--- config.mk ---
export PLATFORM = sky130hd
export DESIGN_NAME = six_digit_scan
export DESIGN_NICKNAME = d
export VERILOG_FILES = /design/src/rtl/fnd_pkg.sv /design/src/rtl/bcd_to_seg.sv /design/src/rtl/six_digit_scan.sv
export SDC_FILE = /design/constraint.sdc
export NUM_CORES = 1
export LEC_CHECK = 0
export ABC_AREA = 0
export CORE_ASPECT_RATIO = 0.5
export CORE_MARGIN = 3
export CORE_UTILIZATION = 48
export DETAILED_ROUTE_END_ITERATION = 7
export GPL_TIMING_DRIVEN = 0
export PLACE_DENSITY = 0.82
export RECOVER_POWER = 25
export SLEW_MARGIN = 20
export SYNTH_ARGS = -nofsm -noshare
export SYNTH_HDL_FRONTEND = slang
export SYNTH_SLANG_ARGS = --single-unit
--- constraint.sdc ---
create_clock -name clk -period 2.2 [get_ports clk]
set_input_delay 0.44 -clock clk [delete_from_list [all_inputs] [get_ports clk]]
set_output_delay 0.44 -clock clk [all_outputs]
set_load 0.05 [all_outputs]
--- src/rtl/fnd_pkg.sv ---
// Shared constants for the 7-segment display path.
// Segment patterns are active-high, bit order {g,f,e,d,c,b,a}.
package fnd_pkg;

    localparam int NUM_DIGITS = 6;

    typedef logic [6:0] seg_t;

    localparam seg_t SEG_0    = 7'h3F;
    localparam seg_t SEG_1    = 7'h06;
    localparam seg_t SEG_2    = 7'h5B;
    localparam seg_t SEG_3    = 7'h4F;
    localparam seg_t SEG_4    = 7'h66;
    localparam seg_t SEG_5    = 7'h6D;
    localparam seg_t SEG_6    = 7'h7D;
    localparam seg_t SEG_7    = 7'h07;
    localparam seg_t SEG_8    = 7'h7F;
    localparam seg_t SEG_9    = 7'h6F;
    localparam seg_t SEG_DASH = 7'h40;
    localparam seg_t SEG_OFF  = 7'h00;

endpackage

--- src/rtl/bcd_to_seg.sv ---
// Combinational BCD to 7-segment decoder, active-high output.
// Non-decimal codes render as a dash so corrupted digits are visible.
module bcd_to_seg
    import fnd_pkg::*;
(
    input  logic [3:0] bcd,
    output seg_t       seg
);

    always_comb begin
        seg = SEG_DASH;
        case (bcd)
            4'd0: seg = SEG_0;
            4'd1: seg = SEG_1;
            4'd2: seg = SEG_2;
            4'd3: seg = SEG_3;
            4'd4: seg = SEG_4;
            4'd5: seg = SEG_5;
            4'd6: seg = SEG_6;
            4'd7: seg = SEG_7;
            4'd8: seg = SEG_8;
            4'd9: seg = SEG_9;
            default: seg = SEG_DASH;
        endcase
    end

endmodule

--- src/rtl/six_digit_scan.sv ---
// Six-digit multiplexed 7-segment driver with per-slot dead time.
// Inputs are snapshotted once per frame so a frame never mixes old and new data.
module six_digit_scan
    import fnd_pkg::*;
#(
    parameter int unsigned SCAN_DIV    = 50000,
    parameter int unsigned BLANK_CYC   = 500,
    parameter bit          SEG_ACT_LOW = 1'b1,
    parameter bit          COM_ACT_LOW = 1'b1
) (
    input  logic        clk,
    input  logic        rst,
    input  logic [23:0] i_six_bcd,
    input  logic [5:0]  i_six_dp,
    input  logic [5:0]  i_six_blank,
    output logic [6:0]  o_seg,
    output logic        o_dp,
    output logic [5:0]  o_com,
    output logic        o_frame_tick
);

    localparam int unsigned CW = (SCAN_DIV > 1) ? $clog2(SCAN_DIV) : 1;
    localparam logic [CW-1:0] CNT_MAX   = CW'(SCAN_DIV - 1);
    localparam logic [CW-1:0] BLANK_END = CW'(BLANK_CYC);
    localparam logic [2:0]    IDX_LAST  = 3'(NUM_DIGITS - 1);

    localparam logic [6:0] SEG_MASK = {7{SEG_ACT_LOW}};
    localparam logic [5:0] COM_MASK = {6{COM_ACT_LOW}};

    logic [CW-1:0] cnt;
    logic [2:0]    idx;
    logic          first_flag;
    logic [23:0]   bcd_snap;
    logic [5:0]    dp_snap;
    logic [5:0]    blank_snap;

    logic          slot_end;
    logic          snap;
    logic          drive;
    logic [3:0]    cur_bcd;
    seg_t          cur_seg;
    seg_t          seg_hi;
    logic          dp_hi;
    logic [5:0]    com_hi;

    assign slot_end = (cnt == CNT_MAX);
    assign snap     = first_flag || (slot_end && (idx == IDX_LAST));
    assign cur_bcd  = bcd_snap[{idx, 2'b00} +: 4];
    assign drive    = (cnt >= BLANK_END) && !blank_snap[idx];

    bcd_to_seg u_dec (
        .bcd (cur_bcd),
        .seg (cur_seg)
    );

    always_comb begin
        seg_hi = SEG_OFF;
        dp_hi  = 1'b0;
        com_hi = 6'b000000;
        if (drive) begin
            seg_hi = cur_seg;
            dp_hi  = dp_snap[idx];
            com_hi = 6'b000001 << idx;
        end
    end

    always_ff @(posedge clk or posedge rst) begin
        if (rst) begin
            cnt <= '0;
            idx <= 3'd0;
        end else if (slot_end) begin
            cnt <= '0;
            idx <= (idx == IDX_LAST) ? 3'd0 : idx + 3'd1;
        end else begin
            cnt <= cnt + 1'b1;
        end
    end

    // first_flag forces a snapshot on the first edge out of reset
    always_ff @(posedge clk or posedge rst) begin
        if (rst) begin
            first_flag <= 1'b1;
            bcd_snap   <= 24'h000000;
            dp_snap    <= 6'b000000;
            blank_snap <= 6'b111111;
        end else begin
            first_flag <= 1'b0;
            if (snap) begin
                bcd_snap   <= i_six_bcd;
                dp_snap    <= i_six_dp;
                blank_snap <= i_six_blank;
            end
        end
    end

    always_ff @(posedge clk or posedge rst) begin
        if (rst) begin
            o_seg        <= SEG_MASK;
            o_dp         <= SEG_ACT_LOW;
            o_com        <= COM_MASK;
            o_frame_tick <= 1'b0;
        end else begin
            o_seg        <= seg_hi ^ SEG_MASK;
            o_dp         <= dp_hi ^ SEG_ACT_LOW;
            o_com        <= com_hi ^ COM_MASK;
            o_frame_tick <= snap;
        end
    end

endmodule

# Yosys cells after proc, flatten, opt, wreduce, memory -nomap -nowiden

Memories as Yosys holds them, arrays and structs flattened.
Cells that the tools add are included.

Multiply operators: 0
Eq/ne operators: 2
Muxes and demuxes: 9
Magnitude comparators: 2
Add/sub/neg operators: 2
Reductions and logical operators: 4
Bitwise operators: 3
Divide/modulo/power cells: 0
Shifts and indexed selects: 2

Operators by type and width:

| kind                                                                         | count |
|---|---|
| 24-bit by 6-bit variable part select with 4-bit output                       | 1 |
| 16-bit by 1-bit adder with 16-bit output, second input constant              | 1 |
| 16-bit == test, second input constant                                        | 1 |
| 16-bit by 9-bit >= comparator with 1-bit output, second input constant       | 1 |
| 16-bit two-way mux                                                           | 1 |
| 7-bit two-way mux                                                            | 1 |
| 7-bit NOT                                                                    | 1 |
| 1-bit binary-select mux with 3-bit select                                    | 2 |
| 6-bit two-way mux                                                            | 1 |
| 6-bit NOT                                                                    | 1 |
| 1-bit by 3-bit left shift with 6-bit output, first input constant            | 1 |
| 3-bit by 4-bit less-than comparator with 1-bit output, second input constant | 1 |
| 3-bit by 1-bit adder with 3-bit output, second input constant                | 1 |
| 3-bit == test, second input constant                                         | 1 |
| 1-bit two-way mux                                                            | 3 |
| 3-bit two-way mux                                                            | 1 |
| 1-bit logical AND                                                            | 2 |
| 1-bit logical NOT                                                            | 1 |
| 1-bit logical OR                                                             | 1 |
| 1-bit NOT                                                                    | 1 |

Latch bits: 0
Word-level logic and storage cells: 35
Input port bits: 38
Memories kept: 1
Memory bits (read-only): 112
Bits in registers: 71
Output and inout port bits: 15
RAM bits: 0

Memories:

| name             | words | width | rd ports | clocked after memory_dff | write ports | line             | RTL |
|---|---|---|---|---|---|---|---|
| (name not given) | 16    | 7     | 1        | 0                        | 0           | bcd_to_seg.sv:12 | `case (bcd)` |

# Depth between registers and ports, before layout

Gate-level depths: netlist of the first run.

Depth in word-level cells: 6
Mapped depth: 10
Gate-level depth less buffers: 8

# Cells and area by module

From an unflattened synthesis of the first run, not the netlist that was laid out.

Cells, all modules: 262
Area total of the unflattened synthesis: 3,414.5 sq um

Modules (own cells, without submodules):

| module         | times used | area each (sq um) | cells an instance | seq. area each (sq um) |
|---|---|---|---|---|
| six_digit_scan | 1          | 3,189.3           | 233               | 1,803.0 |
| bcd_to_seg     | 1          | 225.2             | 29                | 0.0 |

# Worst setup path before layout of the first run

No wires, ideal clock.

Path type: register to register
From: reg idx[0]
To: reg o_seg[0]
Setup slack: -56 ps
Arrival time: 2,161 ps
Data required time: 2,105 ps
Stages on the path, launching flop included: 11
Clock period less this slack: 2,256 ps
Cells stage by stage: dfrtp_1 buf_2 buf_1 mux2i_1 nor2_1 a21oi_1 inv_1 ha_1 and4_1 a2111oi_0 o21ai_0

Longest elaborated chain between the ends: 6
Elaborated cells on any way between the ends: 8
Those cells by class: shift: 1; mux: 3; bitwise: 1; reduce/logical: 2; memory: 1

Ends and longest elaborated chain:

| element                                                        | line                  | RTL |
|---|---|---|
| start, declared                                                | six_digit_scan.sv:31  | `logic [2:0] idx;` |
| start signal, assigned                                         | six_digit_scan.sv:73  | `idx <= (idx == IDX_LAST) ? 3'd0 : idx + 3'd1;` |
| branches (longest 4 deep; another with memory read 16 x 7 bit) | n/a                   |  |
| 7-bit two-way mux (*)                                          | six_digit_scan.sv:60  | `if (drive) begin` |
| 7-bit NOT (no line) (*)                                        | n/a                   |  |
| end signal, assigned                                           | six_digit_scan.sv:103 | `o_seg <= seg_hi ^ SEG_MASK;` |
| end, declared                                                  | six_digit_scan.sv:16  | `output logic [6:0] o_seg,` |

Mark *: on every way between the ends. The select of a mux whose other input is x is not followed.
A chain may end at the register's enable or synchronous reset.

# Worst setup path in the final report of the first run

From: reg cnt[7]
To: reg dp_snap[1]

Longest elaborated chain between the ends: 3

Ends and longest elaborated chain:

| element                | line                 | RTL |
|---|---|---|
| start, declared        | six_digit_scan.sv:30 | `logic [CW-1:0] cnt;` |
| start signal, assigned | six_digit_scan.sv:75 | `cnt <= cnt + 1'b1;` |
| 16-bit == test         | six_digit_scan.sv:46 | `assign slot_end = (cnt == CNT_MAX);` |
| 1-bit logical AND      | six_digit_scan.sv:47 | `assign snap = first_flag \|\| (slot_end && (idx == IDX_LAST));` |
| 1-bit logical OR       | six_digit_scan.sv:47 |  |
| end signal, assigned   | six_digit_scan.sv:90 | `dp_snap <= i_six_dp;` |
| end, declared          | six_digit_scan.sv:34 | `logic [5:0] dp_snap;` |

Every way passes these cells.

==> results.py, run 1 <==
metrics = {
    "die": {
        "die_area_um2": 8180,
        "dieWidth_um": 125,
        "core_um2": 6460,
        "ios": 53,
        "die_h_um": 65.5,
        "rows": 20,
        "start_util_pct": 52.6,
    },
    "flow_run": {
        "cap_violations": 1,
    },
    "logic_synthesis": {
        "synthesis.area_um2": 3390,
        "yosysUniqueCellTypes": 44,
        "syn-num-nets": 313,
        "synth_area_leaders": "dfrtp_1 37%, dfstp_2 16%, mux2_4 13%, ha_1 2.9%, nor2_1 2.8%",
        "synth-warning-count": 0,
        "synth.top_cell.area_share_pct": 36.9,
        "ys_seq_area_share_pct": 53.1,
        "async_flop_share_pct": 100,
        "syn-mean-instance-area_um2": 12.7,
        "synth_area_leader_cell": "dfrtp_1",
        "ys_ff_latch": 71,
        "synth_edf_count": 0,
        "syn_inst": 267,
        "synthFlopType": "dfrtp_1",
    },
    "detailed_routing": {
        "wl_met1_um": 3260,
        "ant_nets": 0,
        "drt_iter0_drc": 181,
        "routed_via_density": 5.46,
        "postRouteWirelength_um": 7910,
        "via_count": 2391,
        "route.met2.wl_um": 3950,
        "drc": 0,
        "wl_met3_um": 518,
        "first_pass_iters": 4,
        "route.top_layer_used": "met4",
        "routedWlPerCell_um": 18.1,
    },
    "clocking": {
        "clock_latency_ns": 0.33,
        "cts.sinks": 71,
        "clkTransAtPathRegs_ns": 0.05,
        "htreeDepth": 3,
        "numCtsBuffers": 9,
        "clock_path_buffers": 2,
        "cts_tree": "yes",
        "clockRootBuffer": "clkbuf_16",
    },
    "critical_path": {
        "startpoint": "cnt[7]",
        "cp-start-kind": "register",
        "cp_data_required_time_ns": 2.41,
        "arrival_ns": 2.38,
        "rr_worst_depth": 6,
        "cpPeakStageDelay_ns": 0.56,
        "rrSetupSlack_ns": 0.03,
        "endpoint_kind": "register",
        "crit_chain": "or4b_4 -> nor3_4 -> a21oi_4 -> buf_12 -> buf_6 -> mux2_4",
        "worst_r2r_startpoint": "cnt[7]",
        "r2r_end": "dp_snap[1]",
        "worst_path_max_delay_cell": "or4b_4",
        "crit_type": "reg2reg",
        "path_max_fanout": 10,
    },
    "layout": {
        "drive_above_1_share_pct": 32.6,
        "diodes": 0,
        "area_delta_synth_final_pct": 33.4,
        "final_net_count": 391,
        "fin_cells": 438,
    },
    "grt": {
        "grtUsageTotal_pct": 20.0,
        "grt_max_degree": 37,
        "grt_remaining_overflow": 0,
        "antenna_found_initial": 0,
        "first_global_vias": 2514,
        "grt_pass1_wl_um": 12700,
    },
    "worst_hold_path": {
        "whs_endpoint": "bcd_snap[11]",
        "worstHoldStart": "bcd_snap[11]",
        "hp-class": "reg2reg",
        "hold-path-cell-count": 1,
    },
    "timing": {
        "final_max_slew_viol_count": 36,
        "finalCritPeriodShare_pct": 98.8,
        "period_needed_ns": 2.17,
        "skew_ns": 0.00513,
        "max_slew.worst_pin.slew_ns": 1.54,
        "relSlewSlack_pct": -3.22,
        "fmax_ghz": 0.460,
        "finalSetupViolations": 0,
        "hold_viol": 0,
    },
    "outcome": {
        "status": "complete, but fails checks",
        "violations": "max-capacitance violations, max-slew violations",
    },
    "placement": {
        "routabilityCongestion": 0.830,
        "port_buffers": 52,
        "dpl.hpwl_um": 5240,
        "numPlacedInstances": 408,
    },
    "power": {
        "powerDensity_nw_per_um2": 691,
        "finalPower_w": 0.00313,
        "p_leak_nw": 1.98,
        "ir_drop_uv": 410,
    },
}
cell usage after synthesis, types with 2 or more instances:
cell,instances
a21oi_1,3
nand4_1,2
xnor2_1,8
buf_2,2
o21ai_0,11
nor3_1,2
nand2_1,16
dfrtp_1,50
or2_2,3
a2111oi_0,2
mux4_2,3
ha_1,8
dfstp_2,21
nand3_1,8
inv_1,11
clkbuf_1,4
and3_1,2
mux2i_1,9
mux2_4,29
xor2_1,7
nor2b_1,2
nor2_1,25
a21o_1,2
buf_6,3
and2_1,5
nor4_1,2
mux2_2,8
and4_1,3
state kept, by name (all words and copies together) (netlist names):
register      cells
bcd_snap         24
blank_snap        6
cnt              16
dp_snap           6
first_flag        1
idx               3
o_com             6
o_dp              1
o_frame_tick      1
o_seg             7
power breakdown:
group / internal (W) / leakage (nW) / switching (W)
clock network: 0.000824 / 0.134 / 0.000492
logic: 0.000231 / 1.01 / 0.000155
registers: 0.00139 / 0.833 / 0.0000422
total: 0.00244 / 1.98 / 0.000689
logic make-up after synthesis:
group / after synthesis / share of synthesized area [%]
other: 1 / 0.110
DFF: 71 / 53.1
and+or+nand+nor: 74 / 11.0
AOI/OAI and AO/OA: 28 / 5.75
xor gates and xnor gates: 15 / 3.87
buffers and inverters: 21 / 3.06
muxes: 49 / 20.1
adders and majority gates: 8 / 2.95
critical path, delay by kind of cell, from the launching register on:
kind / cells / cell delay (ns)
buf+inv: 2 / 0.32
compound gates: 1 / 0.10
simple gates: 2 / 0.91
flops: 1 / 0.42
mux: 1 / 0.31
cell type report:
class / instances / area [um2]
buffer: 10 / 81.3
inverter: 11 / 42.5
tap: 88 / 110
clock buffer: 15 / 268
fill: 404 / 1930
clock inverter: 1 / 5.00
timing repair buffer: 67 / 658
multi-input combinational: 175 / 1560
sequential: 71 / 1800
metrics by stage:
stage | hold WS [ns] | TNS [ns] | setup slack, ns | utilization [%] | cell area [um2]
floorplan | 0.461 | 0 | 0.0397 | - | 3400
global placement | 0.479 | -0.836 | -0.355 | 62.5 | 4030
detailed placement | 0.486 | -1.15 | -0.388 | 62.8 | 4050
CTS | 0.498 | -0.0000164 | -0.0000164 | 67.8 | 4380
global route | 0.522 | -0.0591 | -0.0231 | 70.2 | 4530
finish | 0.502 | 0 | 0.0269 | 70.2 | 4530
routing by layer:
metal | vias to the layer above | GRT usage, %
met1 | 1184 | 24.5
li1 | 1086 | -
met4 | 0 | 8.92
met2 | 102 | 33.6
met5 | - | 0
met3 | 19 | 5.52
cell usage in the layout, fill, tap and decap left out, types with 7 or more instances in the layout:
| master | netlist | routed |
|---|---|---|
| dfstp_2 | 21 | 21 |
| ha_1 | 8 | 7 |
| o21ai_0 | 11 | 8 |
| nand3_1 | 8 | 8 |
| mux2_4 | 29 | 29 |
| clkdlybuf4s50_1 | 0 | 51 |
| xnor2_1 | 8 | 8 |
| buf_4 | 0 | 14 |
| clkbuf_16 | 0 | 9 |
| inv_1 | 11 | 9 |
| xor2_1 | 7 | 7 |
| nand2_1 | 16 | 16 |
| dfrtp_1 | 50 | 50 |
| mux2i_1 | 9 | 9 |
| mux2_2 | 8 | 8 |
| nor2_1 | 25 | 25 |
worst max-delay path by stage:
stage / endpoint / cells after the start
after detailed placement: o_seg[3] / 8
after global placement: o_seg[0] / 8
after floorplan: o_seg[0] / 8
after global routing: o_seg[4] / 8
final: dp_snap[1] / 6
after CTS: o_seg[0] / 8
what timing repair did:
| item | 4_1_cts | 5_1_grt |
|---|---|---|
| setup buffers | 2 | 12 |
| pin swaps | 4 | 6 |
| endpoints found under the setup margin | 28 | 35 |
| hold buffers | 0 | 0 |
| resized for setup | 13 | 16 |
| hold endpoints to repair | 0 | 0 |
No activity file was read; power rests on OpenSTA's default activity.
==> run 2, diff against run 1 <==
--- a/config.mk
+++ b/config.mk
@@ -6,12 +6,15 @@
 export NUM_CORES = 1
 export LEC_CHECK = 0
 export ABC_AREA = 0
+export CAP_MARGIN = 20
+export CELL_PAD_IN_SITES_DETAIL_PLACEMENT = 1
+export CELL_PAD_IN_SITES_GLOBAL_PLACEMENT = 2
 export CORE_ASPECT_RATIO = 0.5
 export CORE_MARGIN = 3
-export CORE_UTILIZATION = 48
+export CORE_UTILIZATION = 33
 export DETAILED_ROUTE_END_ITERATION = 7
 export GPL_TIMING_DRIVEN = 0
-export PLACE_DENSITY = 0.82
+export PLACE_DENSITY = 0.83
 export RECOVER_POWER = 25
 export SLEW_MARGIN = 20
 export SYNTH_ARGS = -nofsm -noshare
==> results.py, run 2 (synthesized netlist as in run 1, its figures left out) <==
metrics = {
    "outcome": {
        "status": "complete, no violations",
    },
    "layout": {
        "largestRegisters": "bcd_snap: 24 flops, cnt: 16 flops, o_seg: 7 flops",
        "finalInstanceArea_um2": 4560,
        "fill_cells": 1005,
        "multi_input_area_um2": 1560,
        "diodes": 0,
        "area_delta_synth_final_pct": 34.4,
        "final_common_cell": "clkdlybuf4s50_1",
        "largest_register_ffs": 24,
        "final_net_count": 387,
        "register_area_um2": 1800,
        "final_cell_mix": "51 x clkdlybuf4s50_1, 49 x dfrtp_1, 29 x mux2_4",
        "regMostFlops": "bcd_snap",
        "drive_above_1_share_pct": 33.2,
    },
    "detailed_routing": {
        "first_pass_iters": 4,
        "ant_nets": 0,
        "postRouteWirelength_um": 8210,
        "drt_iter0_drc": 73,
        "drc": 0,
        "routed_via_density": 4.76,
        "routedWlPerCell_um": 17.1,
        "via_count": 2290,
    },
    "timing": {
        "fmax_ghz": 0.476,
        "relSlewSlack_pct": 40.5,
        "fin_setup_tns_ns": 0,
        "period_needed_ns": 2.10,
        "finalCritPeriodShare_pct": 95.6,
        "max_slew.worst_pin.slew_ns": 0.893,
        "fin_ws_ns": 0.0976,
        "finalSetupViolations": 0,
        "hold_viol": 0,
        "skew_ns": 0.00501,
        "final_max_slew_viol_count": 0,
    },
    "clocking": {
        "cts.sinks": 71,
        "htreeDepth": 3,
        "cts_tree": "yes",
        "clockRootBuffer": "clkbuf_16",
        "hold_buffers": 0,
        "clock_latency_ns": 0.33,
        "numCtsBuffers": 9,
        "clkTransAtPathRegs_ns": 0.05,
        "clock_path_buffers": 2,
    },
    "die": {
        "die_h_um": 77.7,
        "ios": 53,
        "rows": 25,
        "die_area_um2": 11600,
        "dieWidth_um": 149,
        "start_util_pct": 34.9,
        "core_um2": 9730,
    },
    "grt": {
        "antenna_found_initial": 0,
        "grt_max_degree": 37,
        "grt_pass1_wl_um": 13500,
        "first_global_vias": 2622,
        "grt_remaining_overflow": 0,
        "grtUsageTotal_pct": 15.2,
    },
    "power": {
        "p_leak_nw": 1.97,
        "internal-power_w": 0.00249,
        "finalPower_w": 0.00320,
        "swShare_pct": 22.2,
        "combPwrFrac_pct": 11.5,
        "clockPowerShare_pct": 43.8,
        "switchingPower_w": 0.000711,
        "powerDensity_nw_per_um2": 701,
        "ir_drop_uv": 407,
        "seq_power_share_pct": 44.6,
    },
    "critical_path": {
        "arrival_ns": 2.36,
        "r2r_end": "o_seg[3]",
        "rrSetupSlack_ns": 0.1,
        "endpoint_kind": "register",
        "worst_r2r_startpoint": "idx[0]",
        "cp_data_required_time_ns": 2.45,
        "rr_worst_depth": 8,
        "cp-start-kind": "register",
        "crit_type": "reg2reg",
        "path_max_fanout": 5,
    },
    "worst_hold_path": {
        "whs_endpoint": "bcd_snap[12]",
        "hp-class": "reg2reg",
        "hold-path-cell-count": 1,
        "worstHoldStart": "bcd_snap[12]",
    },
    "placement": {
        "preCtsSetupSlack_ns": -0.503,
        "routabilityCongestion": 0.758,
        "dpl.hpwl_um": 5710,
        "port_buffers": 52,
        "placed_area_um2": 4130,
    },
    "flow_run": {
        "cap_violations": 0,
    },
}
-- run 2: changes by cell type in the layout (fill, tap and decap cells not counted), moves of 2 or more --
| cell | delta |
|---|---|
| clkinv_2 | +2 |
| buf_12 | -2 |
| clkbuf_4 | -2 |
| buf_4 | -2 |
| clkbuf_1 | -5 |
| clkbuf_8 | +3 |
-- run 2: how the worst max path moves through the flow --
stage,from,end,depth (start not counted),slack (ns)
2_1_floorplan,idx[0],o_seg[0],8,0.04
3_3_place_gp,idx[1],o_seg[0],8,-0.44
3_5_place_dp,idx[1],o_seg[0],8,-0.50
4_1_cts,idx[2],o_seg[0],9,0.02
5_1_grt,idx[0],o_seg[1],8,-0.04
6_report,idx[0],o_seg[3],8,0.1
-- run 2: power groups by stage --
stage	clock network, W	registers, W	logic, W
after floorplan	0	0.00143	0.000208
after global placement	0	0.00144	0.000311
final	0.00140	0.00143	0.000369
after global routing	0.00150	0.00144	0.000402
after CTS	0.00144	0.00143	0.000358
after detailed placement	0	0.00145	0.000336
-- run 2: metal layers --
metal | vias up | global-route usage, % | share of wire (%)
met2 | 41 | 25.2 | 50
met3 | 17 | 4.38 | 3.3
met1 | 1157 | 18.6 | 45
li1 | 1075 | - | -
met5 | - | 0 | 0
met4 | 0 | 6.21 | 2.4
-- run 2: through the flow --
step	hold slack [ns]	cells	utilization [%]
floorplan	0.461	267	-
global placement	0.481	454	42.1
detailed placement	0.490	456	42.5
CTS	0.499	479	46.5
global route	0.518	481	46.9
finish	0.503	481	46.9
-- run 2: area by class of cell --
class	count	share of cell area (%)
Clock buffer	13	6.14
Timing Repair Buffer	64	13.3
Clock inverter	3	0.329
Tap cell	135	3.70
Buffer	9	1.84
Sequential cell	71	39.6
Inverter	11	0.933
Multi-Input combinational cell	175	34.2
-- run 2: worst max-delay path, cell delays in order, from the launching register on --
cell       delay (ns)
dfrtp_1          0.34
buf_6            0.13
mux4_2           0.56
a21oi_4          0.18
inv_2            0.06
ha_2             0.18
and4_4           0.18
a2111oi_4        0.26
o21ai_1          0.12
-- run 2: what timing repair did --
action | 4_1_cts | 5_1_grt
buffers inserted | 7 | 3
resized for setup | 14 | 15
endpoints found under the setup margin | 30 | 48
hold endpoints to repair | 0 | 0
pin swaps | 3 | 4
